`config.mk`:
```
export PLATFORM = sky130hd
export DESIGN_NAME = lieat_ifu_bht
export DESIGN_NICKNAME = d
export VERILOG_FILES = /design/src/rtl/lieat_ifu_bht.sv
export SDC_FILE = /design/constraint.sdc
export NUM_CORES = 1
export LEC_CHECK = 0
export ABC_AREA = 1
export CAP_MARGIN = 20
export CORE_MARGIN = 5
export CORE_UTILIZATION = 35
export DETAILED_ROUTE_END_ITERATION = 6
export PLACE_DENSITY = 0.56
export SYNTH_ARGS = -nofsm -noshare
export SYNTH_HDL_FRONTEND = slang
export SYNTH_SLANG_ARGS = --single-unit
```
`constraint.sdc`:
```
create_clock -name i_clk -period 2.3 [get_ports i_clk]
set_input_delay 0.345 -clock i_clk [delete_from_list [all_inputs] [get_ports i_clk]]
set_output_delay 0.345 -clock i_clk [all_outputs]
set_load 0.05 [all_outputs]
```
`src/rtl/lieat_ifu_bht.sv`:
```
// lieat_ifu_bht: branch history table, 1-cycle prediction register and redirect latch for the IFU.
// Ports:
//   i_clk, i_rst_n            clock; asynchronous active-low reset
//   i_lkp_*                   lookup request: valid, pc, predecoded imm, is-branch flag, stall
//   o_prdt_*                  registered prediction: valid, taken, index used, next pc
//   i_upd_*                   resolved branch update: enable, index, outcome
//   i_flush_req, i_flush_pc   mispredict flush and the correct next pc
//   o_redir_valid, o_redir_pc pending redirect toward the IFU; i_redir_ready accepts it
//   o_flush_cnt               saturating count of flush cycles
module lieat_ifu_bht #(
    parameter int         XLEN    = 32,
    parameter int         IDX_W   = 5,
    parameter logic [1:0] CNT_RST = 2'b01
) (
    input  logic             i_clk,
    input  logic             i_rst_n,
    input  logic             i_lkp_valid,
    input  logic [XLEN-1:0]  i_lkp_pc,
    input  logic [XLEN-1:0]  i_lkp_imm,
    input  logic             i_lkp_is_bxx,
    input  logic             i_lkp_stall,
    output logic             o_prdt_valid,
    output logic             o_prdt_taken,
    output logic [IDX_W-1:0] o_prdt_index,
    output logic [XLEN-1:0]  o_prdt_pc,
    input  logic             i_upd_en,
    input  logic [IDX_W-1:0] i_upd_index,
    input  logic             i_upd_taken,
    input  logic             i_flush_req,
    input  logic [XLEN-1:0]  i_flush_pc,
    output logic             o_redir_valid,
    output logic [XLEN-1:0]  o_redir_pc,
    input  logic             i_redir_ready,
    output logic [31:0]      o_flush_cnt
);
    localparam int ENTRIES = 1 << IDX_W;

    logic [1:0]       r_cnt [ENTRIES];
    logic [1:0]       w_upd_cur;
    logic [1:0]       w_upd_cnt;
    logic [IDX_W-1:0] w_idx;
    logic [1:0]       w_c;
    logic             w_taken;
    logic [XLEN-1:0]  w_pc_n;

    assign w_upd_cur = r_cnt[i_upd_index];
    assign w_upd_cnt = i_upd_taken ? (w_upd_cur == 2'b11 ? 2'b11 : w_upd_cur + 2'd1)
                                   : (w_upd_cur == 2'b00 ? 2'b00 : w_upd_cur - 2'd1);

    // Write-first bypass: a lookup of the entry being updated sees the new count.
    assign w_idx   = i_lkp_pc[IDX_W+1:2];
    assign w_c     = (i_upd_en && i_upd_index == w_idx) ? w_upd_cnt : r_cnt[w_idx];
    assign w_taken = i_lkp_is_bxx & w_c[1];
    assign w_pc_n  = w_taken ? i_lkp_pc + i_lkp_imm : i_lkp_pc + XLEN'(4);

    always_ff @(posedge i_clk or negedge i_rst_n) begin
        if (!i_rst_n) begin
            for (int i = 0; i < ENTRIES; i++) r_cnt[i] <= CNT_RST;
        end else if (i_upd_en) begin
            r_cnt[i_upd_index] <= w_upd_cnt;
        end
    end

    // Flush kills the in-flight prediction but leaves its payload fields alone.
    always_ff @(posedge i_clk or negedge i_rst_n) begin
        if (!i_rst_n) begin
            o_prdt_valid <= 1'b0;
            o_prdt_taken <= 1'b0;
            o_prdt_index <= '0;
            o_prdt_pc    <= '0;
        end else if (i_flush_req) begin
            o_prdt_valid <= 1'b0;
        end else if (!i_lkp_stall) begin
            o_prdt_valid <= i_lkp_valid;
            if (i_lkp_valid) begin
                o_prdt_taken <= w_taken;
                o_prdt_index <= w_idx;
                o_prdt_pc    <= w_pc_n;
            end
        end
    end

    // Newest flush wins, even over a same-cycle handshake of the older redirect.
    always_ff @(posedge i_clk or negedge i_rst_n) begin
        if (!i_rst_n) begin
            o_redir_valid <= 1'b0;
            o_redir_pc    <= '0;
        end else if (i_flush_req) begin
            o_redir_valid <= 1'b1;
            o_redir_pc    <= i_flush_pc;
        end else if (o_redir_valid && i_redir_ready) begin
            o_redir_valid <= 1'b0;
        end
    end

    always_ff @(posedge i_clk or negedge i_rst_n) begin
        if (!i_rst_n) o_flush_cnt <= '0;
        else if (i_flush_req && o_flush_cnt != 32'hFFFF_FFFF) o_flush_cnt <= o_flush_cnt + 32'd1;
    end
endmodule

```
==> metrics.md <==
| Metric | Value |
|---|---|
| Outcome | completed |
| Initial antenna violation count | 0 |
| Tcrit/Tclk final | 94.6% |
| Final Cell Area | between 15000 and 20000 sq um |
| Hold WS | between 400 and 500 ps |
| ANT nets after route | 0 |
| Share of layout cells above drive strength 1 | 15.2% |
| Area after DPL | 14900 sq um |
| Row cnt | 64 |
| First-pass GRT wire length | 59300 microns |
| Top Ports | 214 |
| Initial DRC count | 774 |
| Die Width | 185 microns |
| HPWL Detailed | 29100 microns |
| Critical path endpoint category | flop |
| Crit path DAT | 2540 ps |
| Data required time of the worst path | approximately 2700 ps |
| Gr usage total | between 20% and 30% |
| CTS Sinks | 168 |
| DRT Pass-1 Iters | 7 |
| Final setup fails | 0 |
| Final GP Congestion | 0.925 |
| Worst slew pin tran | roughly 630 ps |
| Flops & latches, synth | 168 |
| Die ar. | 34400 sq um |
| Core ar. | 30500 sq um |
| PwrDens | 662 nW/um^2 |
| Synth-to-Final Area Change | 45.2% |
| Hold Vio Cnt, Final | 0 |
| Setup total negative slack | 0 ps |
| Total CTS buffers | 17 |
| CTS tree | done |
| Worst-path clk slew | 80 ps |
| Achievable Freq | 459 MHz |
| Mapped Nets | 1709 |
| Most common cell after layout, fill and taps aside | nand2_1 |
| Count of different cell masters after synthesis | 39 |
| Routed WL per cell | 16.0 microns |
| N_diodes | 0 |
| Dpl ws | -391 ps |
| GRT overflow | 0 |
| Clock Tree Buf Depth | 2 |
| Crit path kind | in -> reg |
| Worst clock skew | around 16 ps |
| LEAKAGE | 0.00769 uW |
| Avg Inst Size Synth | 6.89 sq um |
| DRC | 0 |
| Yosys warnings | 0 |
| Vias in the first global route | 11100 |
| Root Buffer Master | clkbuf_16 |
| Syn Inst Count | around 1600 |
| Worst r2r path cells | 8 |
| Final Max Slew Viols | 0 |
| Worst VDD drop | 0.000449 V |
| Nets | 2102 |
| Slew HR | about 58% |
| Postcts setup bufs | 0 |
| Total of max-cap violations | 0 |
| HP Class | in -> async |
| Initial Util | 35.3% |
| Vias | 11500 |
| Register area share after synthesis | between 30% and 40% |
| Final Critical Period | roughly 2200 ps |
| WL final | 37800 microns |
| Nature of the critical path startpoint | input port |
| Crit-path max FO | 4 |
| Setup ws final | 123 ps |
| Height of the die | 185 microns |
| Most frequent cells in the layout | nand2_1 (677), clkdlybuf4s50_1 (207), buf_4 (190) |
| Pin count of the biggest net entering global routing | 50 |
| IO buf count | between 200 and 250 |
| Vias per cell | roughly 4.9 |
| Worst skew pair latency | roughly 430 ps |
| Htree depth | 4 |
| Area of the mapped netlist | 10800 sq um |
-- Yosys cell counts --
cell type    n  area share (%)
nand4_1     19             1.1
a21o_1       2            0.14
nor3_1      34             1.6
inv_2        4            0.14
dfrtp_1    136              32
o21ai_0     84             3.9
fa_1         1            0.19
o22ai_1      2            0.12
o21bai_1     4            0.28
buf_2       21            0.98
clkinv_1     1           0.035
and2_1       1           0.058
nor2_1     103             3.6
clkbuf_1    19            0.66
nand3_1    119             5.5
xnor2_1     26             2.1
or4_1        1           0.070
nand2b_1     1           0.058
buf_4        3            0.21
nor4_1       8            0.46
ha_1        33             3.8
and3_1       1           0.058
a31oi_1      1           0.058
nand3b_1    12            0.84
nand2_1    679              24
a21oi_1     46             2.1
o211ai_1     1           0.070
xor2_1      50             4.1
a21boi_1     1           0.070
nand2_2      2            0.12
inv_1      103             3.6
or2_2        1           0.058
buf_1        3            0.10
o21ai_1      3            0.14
dfstp_2     32             7.8
o21a_1       4            0.28
nor3_2       2            0.19
nand2_4      1            0.10
nor3b_1      1           0.070
-- final cells by class --
| class | count | area, sq um |
|---|---|---|
| Clock inverter | 15 | 178 |
| Timing Repair Buffer | 420 | 3880 |
| Multi-Input combinational cell | 1243 | 6010 |
| Clock buffer | 17 | 425 |
| Sequential cell | 168 | 4250 |
| Fill cell | 3018 | 14900 |
| Inverter | 108 | 405 |
| Tap cell | 396 | 495 |
-- through the flow --
step,util [%],power (uW),std cells
final,51.3,10400,2367
after global placement,48.9,7430,2334
after global routing,51.3,10900,2367
after floorplan,-,5810,1565
after CTS,50.9,10400,2367
after detailed placement,48.9,7450,2334
-- repair_timing --
action                                 CTS  global route
setup endpoints to repair                0            52
endpoints found under the hold margin   27             0
resized for setup                        0            25
hold buffers                             1             0
-- power breakdown --
| part | switching, uW | internal (uW) | total (uW) |
|---|---|---|---|
| combinational | 2220 | 1430 | 3650 |
| sequential | 309 | 3470 | 3780 |
| clock | 1460 | 1470 | 2930 |
-- sequential cells by signal, summed over array words and instances, names as in the netlist --
| name | cells |
|---|---|
| o_prdt_index | 5 |
| o_prdt_pc | 32 |
| o_prdt_taken | 1 |
| o_redir_valid | 1 |
| r_cnt | 64 |
| o_prdt_valid | 1 |
| o_redir_pc | 32 |
| o_flush_cnt | 32 |
-- layer usage --
metal / up-vias / routed length (microns) / track usage [%]
li1: 5796 / - / -
met1: 5296 / 17700 / 30.8
met2: 361 / 17000 / 34.0
met3: 28 / 2730 / 4.89
met4: 0 / 393 / 3.82
met5: - / 0 / 0
-- critical path, cell delays in order --
cell	delay (ps)
clkdlybuf4s50_1	520
ha_4	340
buf_4	110
nand2_1	50
nor2_1	100
nand2_1	60
nand2_1	140
nand2_1	70
nand2_1	150
nand3_1	160
nand2_1	110
nand2_1	50
nand2_1	90
nand3_1	90
nand2_1	80
nand2_1	50
nand2_1	50
-- path summary, 6_finish.rpt --
kind | from | to | slack [ps]
worst max-delay path | i_lkp_pc[4] | o_prdt_pc[27]$_DFFE_PN0P_ | 120
worst min-delay path | i_rst_n | o_redir_pc[13]$_DFFE_PN0P_ | 430
worst max register to register | o_flush_cnt[1]$_DFFE_PN0P_ | o_flush_cnt[29]$_DFFE_PN0P_ | 200
worst min register to register | o_redir_pc[6]$_DFFE_PN0P_ | o_redir_pc[6]$_DFFE_PN0P_ | 470
max in group asynchronous | i_rst_n | r_cnt[38]$_DFFE_PN1P_ | 1190
min in group i_clk | i_flush_pc[2] | o_redir_pc[2]$_DFFE_PN0P_ | 450
-- kinds of logic after synthesis --
| group | after synthesis | synth area share, % |
|---|---|---|
| buf+inv | 154 | 5.71 |
| simple gates | 985 | 37.5 |
| fa+ha+maj | 34 | 4.02 |
| compound gates | 148 | 7.19 |
| xor+xnor | 76 | 6.18 |
| flops | 168 | 39.4 |
No activity file was read; power rests on OpenSTA's default activity.
